### config.mk
export PLATFORM = sky130hd
export DESIGN_NAME = c1541_track_loader
export DESIGN_NICKNAME = d
export VERILOG_FILES = /design/src/rtl/c1541_pkg.sv /design/src/rtl/c1541_track_lba.sv /design/src/rtl/c1541_track_loader.sv
export SDC_FILE = /design/constraint.sdc
export NUM_CORES = 1
export LEC_CHECK = 0
export CAP_MARGIN = 20
export CORE_MARGIN = 1
export CORE_UTILIZATION = 50
export CTS_BUF_LIST = sky130_fd_sc_hd__clkbuf_8
export CTS_CLUSTER_SIZE = 40
export DETAILED_ROUTE_END_ITERATION = 8
export PLACE_DENSITY = 0.75
export SETUP_SLACK_MARGIN = 0.15
export SLEW_MARGIN = 5
export SYNTH_ARGS = -nofsm -noshare
export SYNTH_HDL_FRONTEND = slang
export SYNTH_SLANG_ARGS = --single-unit
### constraint.sdc
create_clock -name clk -period 18.35 [get_ports clk]
set_clock_uncertainty 0.2 [all_clocks]
set_input_delay 3.67 -clock clk [delete_from_list [all_inputs] [get_ports clk]]
set_output_delay 3.67 -clock clk [all_outputs]
set_load 0.05 [all_outputs]
### src/rtl/c1541_pkg.sv
// Shared constants and types for the 1541 track loader and the GCR stage.
package c1541_pkg;

  typedef enum logic [2:0] {
    ST_IDLE,
    ST_SETTLE,
    ST_WR_REQ,
    ST_WR_WAIT,
    ST_RD_REQ,
    ST_RD_WAIT
  } loader_state_e;

  localparam logic [5:0] MAX_TRACK   = 6'd34;

  // First track of zones 1..3; zone 0 starts at track 0.
  localparam logic [5:0] ZONE1_TRACK = 6'd17;
  localparam logic [5:0] ZONE2_TRACK = 6'd24;
  localparam logic [5:0] ZONE3_TRACK = 6'd30;

  localparam logic [9:0] ZONE1_BASE  = 10'd357;
  localparam logic [9:0] ZONE2_BASE  = 10'd490;
  localparam logic [9:0] ZONE3_BASE  = 10'd598;

  localparam logic [9:0] SPT_Z0      = 10'd21;
  localparam logic [9:0] SPT_Z1      = 10'd19;
  localparam logic [9:0] SPT_Z2      = 10'd18;
  localparam logic [9:0] SPT_Z3      = 10'd17;

endpackage

### src/rtl/c1541_track_lba.sv
// Combinational D64 track -> first-sector LBA mapping (256-byte units).
module c1541_track_lba
  import c1541_pkg::*;
(
  input  logic [5:0] track,
  output logic [9:0] lba
);

  logic [9:0] t;

  always_comb begin
    t   = (track > MAX_TRACK) ? {4'b0, MAX_TRACK} : {4'b0, track};
    lba = '0;
    if (t < {4'b0, ZONE1_TRACK})
      lba = t * SPT_Z0;
    else if (t < {4'b0, ZONE2_TRACK})
      lba = ZONE1_BASE + (t - {4'b0, ZONE1_TRACK}) * SPT_Z1;
    else if (t < {4'b0, ZONE3_TRACK})
      lba = ZONE2_BASE + (t - {4'b0, ZONE2_TRACK}) * SPT_Z2;
    else
      lba = ZONE3_BASE + (t - {4'b0, ZONE3_TRACK}) * SPT_Z3;
  end

endmodule

### src/rtl/c1541_track_loader.sv
// Track-buffer sequencer: debounces head steps, writes back dirty tracks and
// loads the current track from the SD image over the sd_rd/sd_wr/sd_ack handshake.
//
// state      | meaning
// IDLE       | buffer idle; watch for first load, head step or flush
// SETTLE     | head moved; wait for track to hold still for SETTLE cycles
// WR_REQ     | write request for loaded_track raised, waiting for ack
// WR_WAIT    | write-back in progress, waiting for ack to drop
// RD_REQ     | read request for target raised, waiting for ack
// RD_WAIT    | read in progress, waiting for ack to drop
module c1541_track_loader
  import c1541_pkg::*;
#(
  parameter logic [19:0] SETTLE = 20'd50000
) (
  input  logic        clk,
  input  logic        reset,
  input  logic        img_mounted,
  input  logic        disk_ready,
  input  logic        img_readonly,
  input  logic        mtr,
  input  logic [5:0]  track,
  input  logic        we,
  output logic        busy,
  output logic [5:0]  loaded_track,
  output logic [31:0] sd_lba,
  output logic        sd_rd,
  output logic        sd_wr,
  input  logic        sd_ack
);

  loader_state_e state, state_nxt;
  logic [5:0]    track_c;
  logic [5:0]    target, target_nxt;
  logic [5:0]    loaded_nxt;
  logic [19:0]   cnt, cnt_nxt;
  logic          valid, valid_nxt;
  logic          dirty, dirty_nxt;
  logic          mount_seen, mount_nxt;
  logic [5:0]    lba_track;
  logic [9:0]    lba;

  assign track_c   = (track > MAX_TRACK) ? MAX_TRACK : track;
  assign lba_track = (state == ST_WR_REQ) ? loaded_track : target;

  c1541_track_lba u_lba (
    .track (lba_track),
    .lba   (lba)
  );

  always_comb begin
    state_nxt  = state;
    target_nxt = target;
    loaded_nxt = loaded_track;
    cnt_nxt    = cnt;
    valid_nxt  = valid;
    dirty_nxt  = dirty;
    mount_nxt  = mount_seen;

    // A write in the same cycle IDLE is left must still reach the write-back.
    if (we && state == ST_IDLE) dirty_nxt = 1'b1;

    unique case (state)
      ST_IDLE: begin
        if (disk_ready) begin
          if (!valid) begin
            state_nxt  = ST_RD_REQ;
            target_nxt = track_c;
          end else if (track_c != loaded_track) begin
            state_nxt  = ST_SETTLE;
            target_nxt = track_c;
            cnt_nxt    = SETTLE - 20'd1;
          end else if (!mtr && dirty && !img_readonly) begin
            state_nxt  = ST_WR_REQ;
          end
        end
      end
      ST_SETTLE: begin
        if (!disk_ready || !valid || track_c == loaded_track) begin
          state_nxt = ST_IDLE;
        end else if (track_c != target) begin
          target_nxt = track_c;
          cnt_nxt    = SETTLE - 20'd1;
        end else if (cnt == '0) begin
          state_nxt = (dirty && !img_readonly) ? ST_WR_REQ : ST_RD_REQ;
        end else begin
          cnt_nxt = cnt - 20'd1;
        end
      end
      ST_WR_REQ: begin
        if (sd_ack) state_nxt = ST_WR_WAIT;
      end
      ST_WR_WAIT: begin
        if (!sd_ack) begin
          dirty_nxt = 1'b0;
          if (disk_ready && track_c != loaded_track) begin
            state_nxt  = ST_RD_REQ;
            target_nxt = track_c;
          end else begin
            state_nxt  = ST_IDLE;
          end
        end
      end
      ST_RD_REQ: begin
        if (img_mounted) mount_nxt = 1'b1;
        if (sd_ack) state_nxt = ST_RD_WAIT;
      end
      ST_RD_WAIT: begin
        if (sd_ack) begin
          if (img_mounted) mount_nxt = 1'b1;
        end else begin
          // A mount during the read leaves data from the old image: keep invalid.
          loaded_nxt = target;
          valid_nxt  = !(mount_seen || img_mounted);
          dirty_nxt  = 1'b0;
          mount_nxt  = 1'b0;
          state_nxt  = ST_IDLE;
        end
      end
      default: state_nxt = ST_IDLE;
    endcase

    if (img_mounted) begin
      valid_nxt = 1'b0;
      dirty_nxt = 1'b0;
    end
  end

  always_ff @(posedge clk) begin
    if (reset) begin
      state        <= ST_IDLE;
      target       <= '0;
      loaded_track <= 6'h3F;
      cnt          <= '0;
      valid        <= 1'b0;
      dirty        <= 1'b0;
      mount_seen   <= 1'b0;
      busy         <= 1'b1;
      sd_rd        <= 1'b0;
      sd_wr        <= 1'b0;
      sd_lba       <= '0;
    end else begin
      state        <= state_nxt;
      target       <= target_nxt;
      loaded_track <= loaded_nxt;
      cnt          <= cnt_nxt;
      valid        <= valid_nxt;
      dirty        <= dirty_nxt;
      mount_seen   <= mount_nxt;
      busy         <= !valid || !disk_ready || (state != ST_IDLE);
      sd_rd        <= (state == ST_RD_REQ) && !sd_ack;
      sd_wr        <= (state == ST_WR_REQ) && !sd_ack;
      if (state == ST_RD_REQ || state == ST_WR_REQ)
        sd_lba <= {22'b0, lba};
    end
  end

endmodule

* After elaboration in Yosys (flattened, before gate mapping)
Index checks and enable logic that the tools add are counted.
Storage, ports and cells: logic and storage cells 122, input bits 14, flip-flop bits (word level) 51, output and inout port bits 41
Operators by class: equality and inequality tests 23, multipliers 4, multiplexer cells 41, add/subtract/negate cells 7, bitwise operators 1, order comparisons 5, reduce and logical (&&, ||, !) cells 30
Operator list (count):
- 2-to-1 mux 20 bit | 6
- 2-to-1 mux 6 bit | 10
- one-hot mux 20 bit (2 select lines) | 1
- 2-to-1 mux 3 bit | 13
- less-than comparator 10 x 5 -> 1 bit, second input constant | 3
- multiplier 10 x 5 -> 10 bit, second input constant | 3
- 2-to-1 mux 10 bit | 3
- subtractor 10 x 5 -> 10 bit, second input constant | 3
- adder 9 x 10 -> 10 bit, first input constant | 2
- logical NOT 20 bit | 1
- subtractor 20 x 1 -> 20 bit, second input constant | 1
- inequality test 2 bit, second input constant | 9
- one-hot mux 3 bit (6 select lines) | 1
- one-hot mux 6 bit (3 select lines) | 1
- > comparator 6 bit, second input constant | 2
- inequality test 6 bit | 2
- adder 10 bit, first input constant | 1
- multiplier 10 x 4 -> 9 bit, second input constant | 1
- inequality test 3 bit, second input constant | 3
- AND reduction 8 bit | 1
- logical AND 1 bit | 7
- AND reduction 7 bit | 1
- == test 3 x 2 -> 1 bit, second input constant | 2
- == test 3 bit, second input constant | 2
- 16 further kinds | 32

* Depth between registers and ports, before layout
depth after elaboration 10, gate-level depth with buffers 24, depth with buffers taken out 23

* Modules after synthesis
A second synthesis with hierarchy kept.
Second synthesis, totals: cell total of the unflattened synthesis 646, area, all modules 5403.9 um2
By module, submodules not included:
- c1541_track_loader | times used 1, seq. area each 1021.0 um2, cells an instance 364, area an instance 3051.7 um2
- c1541_track_lba | times used 1, seq. area each 0.0 um2, cells an instance 282, area an instance 2352.3 um2

* Least setup slack after synthesis
Ideal clock, no wire load.
path kind reg2reg, from register state[2], to register sd_lba[9], required time 18028 ps, cell stages (with the launch flop) 25, path slack 12168 ps, buffers on the path 1, setup time 122 ps, period minus slack after synthesis 6182 ps, arrival 5860 ps, path through dfxtp_1 > buf_2 > nor3b_2 > mux2i_1 > inv_2 > o21ai_2 > and2_1 > inv_1 > ha_1 > o21a_1 > o21ai_1 > clkinv_1 > ha_1 > inv_1 > fa_1 > fa_1 > inv_1 > ha_1 > nand3_1 > o2111ai_1 > o211a_1 > nand3_1 > mux2i_1 > nor4_1 > a311o_1
Between the ends: longest elaborated chain between the ends 10, elaborated cells between the ends (all ways) 22, those cells by class 6 x add/sub; 4 x mul; 4 x order compare; 2 x eq/ne; 5 x mux; 1 x reduce/logical
RTL lines:
- from (decl) | line c1541_track_loader.sv:32 | loader_state_e state, state_nxt;
- from (signal assigned) | line c1541_track_loader.sv:143 | state <= state_nxt;
- == test 3 x 2 -> 1 bit | line c1541_track_loader.sv:44, c1541_track_loader.sv:153
- 2-to-1 mux 6 bit | line c1541_track_loader.sv:44 | assign lba_track = (state == ST_WR_REQ) ? loaded_track : target;
- > comparator 6 bit | line c1541_track_lba.sv:12 | t = (track > MAX_TRACK) ? {4'b0, MAX_TRACK} : {4'b0, track};
- 2-to-1 mux 6 bit | line c1541_track_lba.sv:12
- subtractor 10 x 5 -> 10 bit (on tied branches) | line c1541_track_lba.sv:21, c1541_track_lba.sv:19
- multiplier 10 x 5 -> 10 bit or multiplier 10 x 4 -> 9 bit (tied branches) | line c1541_track_lba.sv:21, c1541_track_lba.sv:19
- adder 10 bit or adder 9 x 10 -> 10 bit (tied branches) | line c1541_track_lba.sv:21, c1541_track_lba.sv:19
- 2-to-1 mux 10 bit | line c1541_track_lba.sv:18 | else if (t < {4'b0, ZONE3_TRACK})
- 2-to-1 mux 10 bit | line c1541_track_lba.sv:16 | else if (t < {4'b0, ZONE2_TRACK})
- 2-to-1 mux 10 bit | line c1541_track_lba.sv:14 | if (t < {4'b0, ZONE1_TRACK})
- to (signal assigned) | line c1541_track_loader.sv:154 | sd_lba <= {22'b0, lba};
- to (decl) | line c1541_track_loader.sv:26 | output logic [31:0] sd_lba,
Several ways; a longest one is shown, not always the timed one. A chain may end at the register's enable or synchronous reset.

* Worst setup path in the final report
from register state[1], to register sd_lba[9]
The elaborated chain is that of the path after synthesis.

==> impl_metrics.py <==
metrics = {
    "clock_network": {
        "cts_resized": 0,
        "cts_sinks": 51,
        "cts_made_buffers": 5,
        "cts_setup_buffers": 0,
        "path_clk_slew_ns": 0.10,
        "cts_hold_buf": 0,
        "clockBufferDepth": 2,
        "cts_tree": "done",
        "cts-root-buf": "clkbuf_8",
        "htreeDepth": 2,
        "clock_latency_ns": 0.31,
    },
    "min_path": {
        "hold_class": "flip-flop to flip-flop",
        "min_to": "sd_lba[0]",
        "min-delay-start": "sd_lba[0]",
        "hold_path_depth": 2,
    },
    "sta": {
        "tightest_slew_ns": 0.723,
        "max_freq_mhz": 135,
        "fin_crit_sh_pct": 40.4,
        "setup_violations": 0,
        "rsz0062_at_grt": "no",
        "period_needed_ns": 7.41,
        "fin_setup_tns_ns": 0,
        "drv_slew": 0,
        "maxSlewHeadroom_pct": 51.5,
        "final_hold_viol_count": 0,
    },
    "synthesis": {
        "avgSynthCellArea_sq_um": 8.38,
        "synth-edff-count": 0,
        "synth_area_leaders": "dfxtp_1 (20%), ha_1 (17%), fa_1 (5.0%)",
        "syn_area_sq_um": 5230,
        "synth-seq-cells": 51,
        "synth_ff_type": "dfxtp_1",
        "ys_seq_area_share_pct": 19.5,
        "synth_cell_types": 73,
        "post-synth-top-area-cell": "dfxtp_1",
        "netlist_instances": 624,
        "yosys.area.top_type_share_pct": 19.5,
        "synthArstFlopShare_pct": 0,
        "yosysWarnings": 0,
    },
    "floorplan": {
        "io_pins": 55,
        "dieHeight_um": 104,
        "start_util_pct": 52.5,
        "fp.coreArea_sq_um": 9950,
        "die_area_sq_um": 10900,
        "core.rowCount": 36,
        "die_w_um": 104,
    },
    "place": {
        "io_buffers": 32,
        "place_congestion": 0.913,
        "dp_hpwl_um": 9580,
    },
    "grt": {
        "grt_pass1_wl_um": 20400,
        "grt-ovfl-total": 0,
        "grt_max_degree": 32,
        "grt_usage_pct": 22.9,
        "grt_pass1_vias": 4372,
        "antenna_found_initial": 0,
    },
    "critical_path": {
        "reg2reg_setup_slack_ns": 10.94,
        "cp-end-kind": "flip-flop",
        "r2r_cells": 22,
        "r2r_end": "sd_lba[9]",
        "path_max_fanout": 14,
        "cp-start-kind": "flip-flop",
        "path_class": "flip-flop to flip-flop",
        "worstReg2RegStart": "state[1]",
        "arrival_ns": 7.41,
        "cp.required_ns": 18.36,
    },
    "routing": {
        "drt_wl_total_um": 12300,
        "drt-wirelength-per-cell_um": 15.9,
        "drt-pass1-iter-count": 7,
        "viasPerCell": 5.87,
        "route.vias.total": 4565,
        "drt_iter0_markers": 302,
        "drc_errors": 0,
        "ant_nets": 0,
    },
    "status": {
        "outcome": "finished clean",
    },
    "flow_run": {
        "drv_cap": 0,
    },
    "cells_and_area": {
        "nets": 743,
        "drive_gt1_share_pct": 6.05,
        "n_antenna_cell": 0,
        "syn_to_final_growth_pct": 8.48,
    },
}
-- synth_stat cells (3+ instances only) --
cell type	count
o21a_1	3
a22oi_1	3
o21ai_1	5
a31oi_1	10
nor2b_1	5
and2_1	5
buf_2	6
nand2_1	38
o31ai_1	7
or4_1	6
or2_2	4
and3_1	3
dfxtp_1	51
nand4_1	6
a21oi_2	7
a21oi_1	41
xnor2_1	24
a311oi_1	5
ha_1	72
inv_1	46
or3_1	11
nand3_1	17
mux2i_1	15
nor4_1	4
nand3b_1	4
nor2_1	35
nor3_1	15
o22ai_1	4
o211ai_1	8
o21ai_0	20
xor2_1	23
fa_1	13
a21o_1	9
nand2b_1	9
buf_4	23
a211oi_1	8
clkbuf_1	12
-- per-stage QoR --
step                util (%)  setup slack (ns)  area [sq um]  cells  hold slack [ns]
detailed placement      55.7             11.07          5550    770            0.257
CTS                     57.0             11.05          5670    778            0.271
global placement        55.7             11.18          5550    770            0.243
global route            57.0             10.59          5670    778            0.294
floorplan                  -             12.17          5310    645            0.257
finish                  57.0             10.94          5670    778            0.267
-- final cells by class --
class                      count  area, sq um
fill                         908         4290
multi-input combinational    501         3830
sequential                    51         1020
timing repair buffer          36          350
inverter                      49          184
tap                          133          166
clock buffer                   6         82.6
clock inverter                 2         38.8
-- sequential cells by signal (all words and copies together) (netlist names) --
signal and count:
state 3, mount_seen 1, target 6, sd_rd 1, loaded_track 6, valid 1
sd_lba 10, cnt 20, dirty 1, busy 1, sd_wr 1
-- cells in the final DEF (no fill, tap or decap), types with 5 or more instances in the layout --
cell type	count
a211oi_1	8
a21o_1	9
a21oi_1	41
a21oi_2	7
a311oi_1	5
a31oi_1	10
and2_1	5
clkbuf_8	6
clkdlybuf4s50_1	32
conb_1	22
dfxtp_1	51
fa_1	13
ha_1	72
inv_1	46
mux2i_1	15
nand2_1	38
nand2b_1	9
nand3_1	17
nand4_1	6
nor2_1	35
nor2b_1	5
nor3_1	15
o211ai_1	8
o21ai_0	20
o21ai_1	5
o31ai_1	7
or3_1	11
or4_1	6
xnor2_1	24
xor2_1	23
-- kinds of logic after synthesis --
family	share of synthesized area [%]
simple gates	17.8
compound gates	19.9
buf+inv	8.76
fa+ha+maj	22.2
flops	19.5
xor+xnor	7.88
mux	3.85
other cells	0.0718
-- worst max path at each step --
| stage | startpoint | to | slack, ns | cells after the start |
|---|---|---|---|---|
| finish | state[1] | sd_lba[9] | 10.94 | 22 |
| CTS | state[1] | sd_lba[9] | 11.05 | 22 |
| floorplan | state[2] | sd_lba[9] | 12.17 | 24 |
| global route | state[1] | sd_lba[9] | 10.59 | 22 |
| detailed placement | state[1] | sd_lba[9] | 11.07 | 22 |
| global placement | state[1] | sd_lba[9] | 11.18 | 22 |
-- per-layer routing --
metal	wire, um	track usage, %	up-vias
li1	-	-	2233
met1	5630	29.7	2140
met2	5640	37.4	157
met3	564	2.44	35
met4	517	12.4	0
met5	0	0	-
-- worst max-delay path, cell delays in order, from the launching register on --
cell and delay [ns]:
dfxtp_1 0.62, or3b_1 0.60, mux2_2 0.43, o21ai_2 0.26
and2_1 0.35, inv_1 0.22, ha_1 0.31, o21a_1 0.13
o21ai_1 0.57, clkinv_1 0.49, ha_1 0.42, inv_1 0.05
fa_1 0.47, fa_1 0.54, inv_1 0.05, ha_1 0.34
nand3_1 0.11, o2111ai_1 0.28, o211a_1 0.23, nand3_1 0.08
mux2i_1 0.16, nor4_1 0.08, a311o_1 0.32
Power is left out: the tool's default activity adds up to more than one toggle a clock period on the data nets, which glitch-free logic cannot reach.
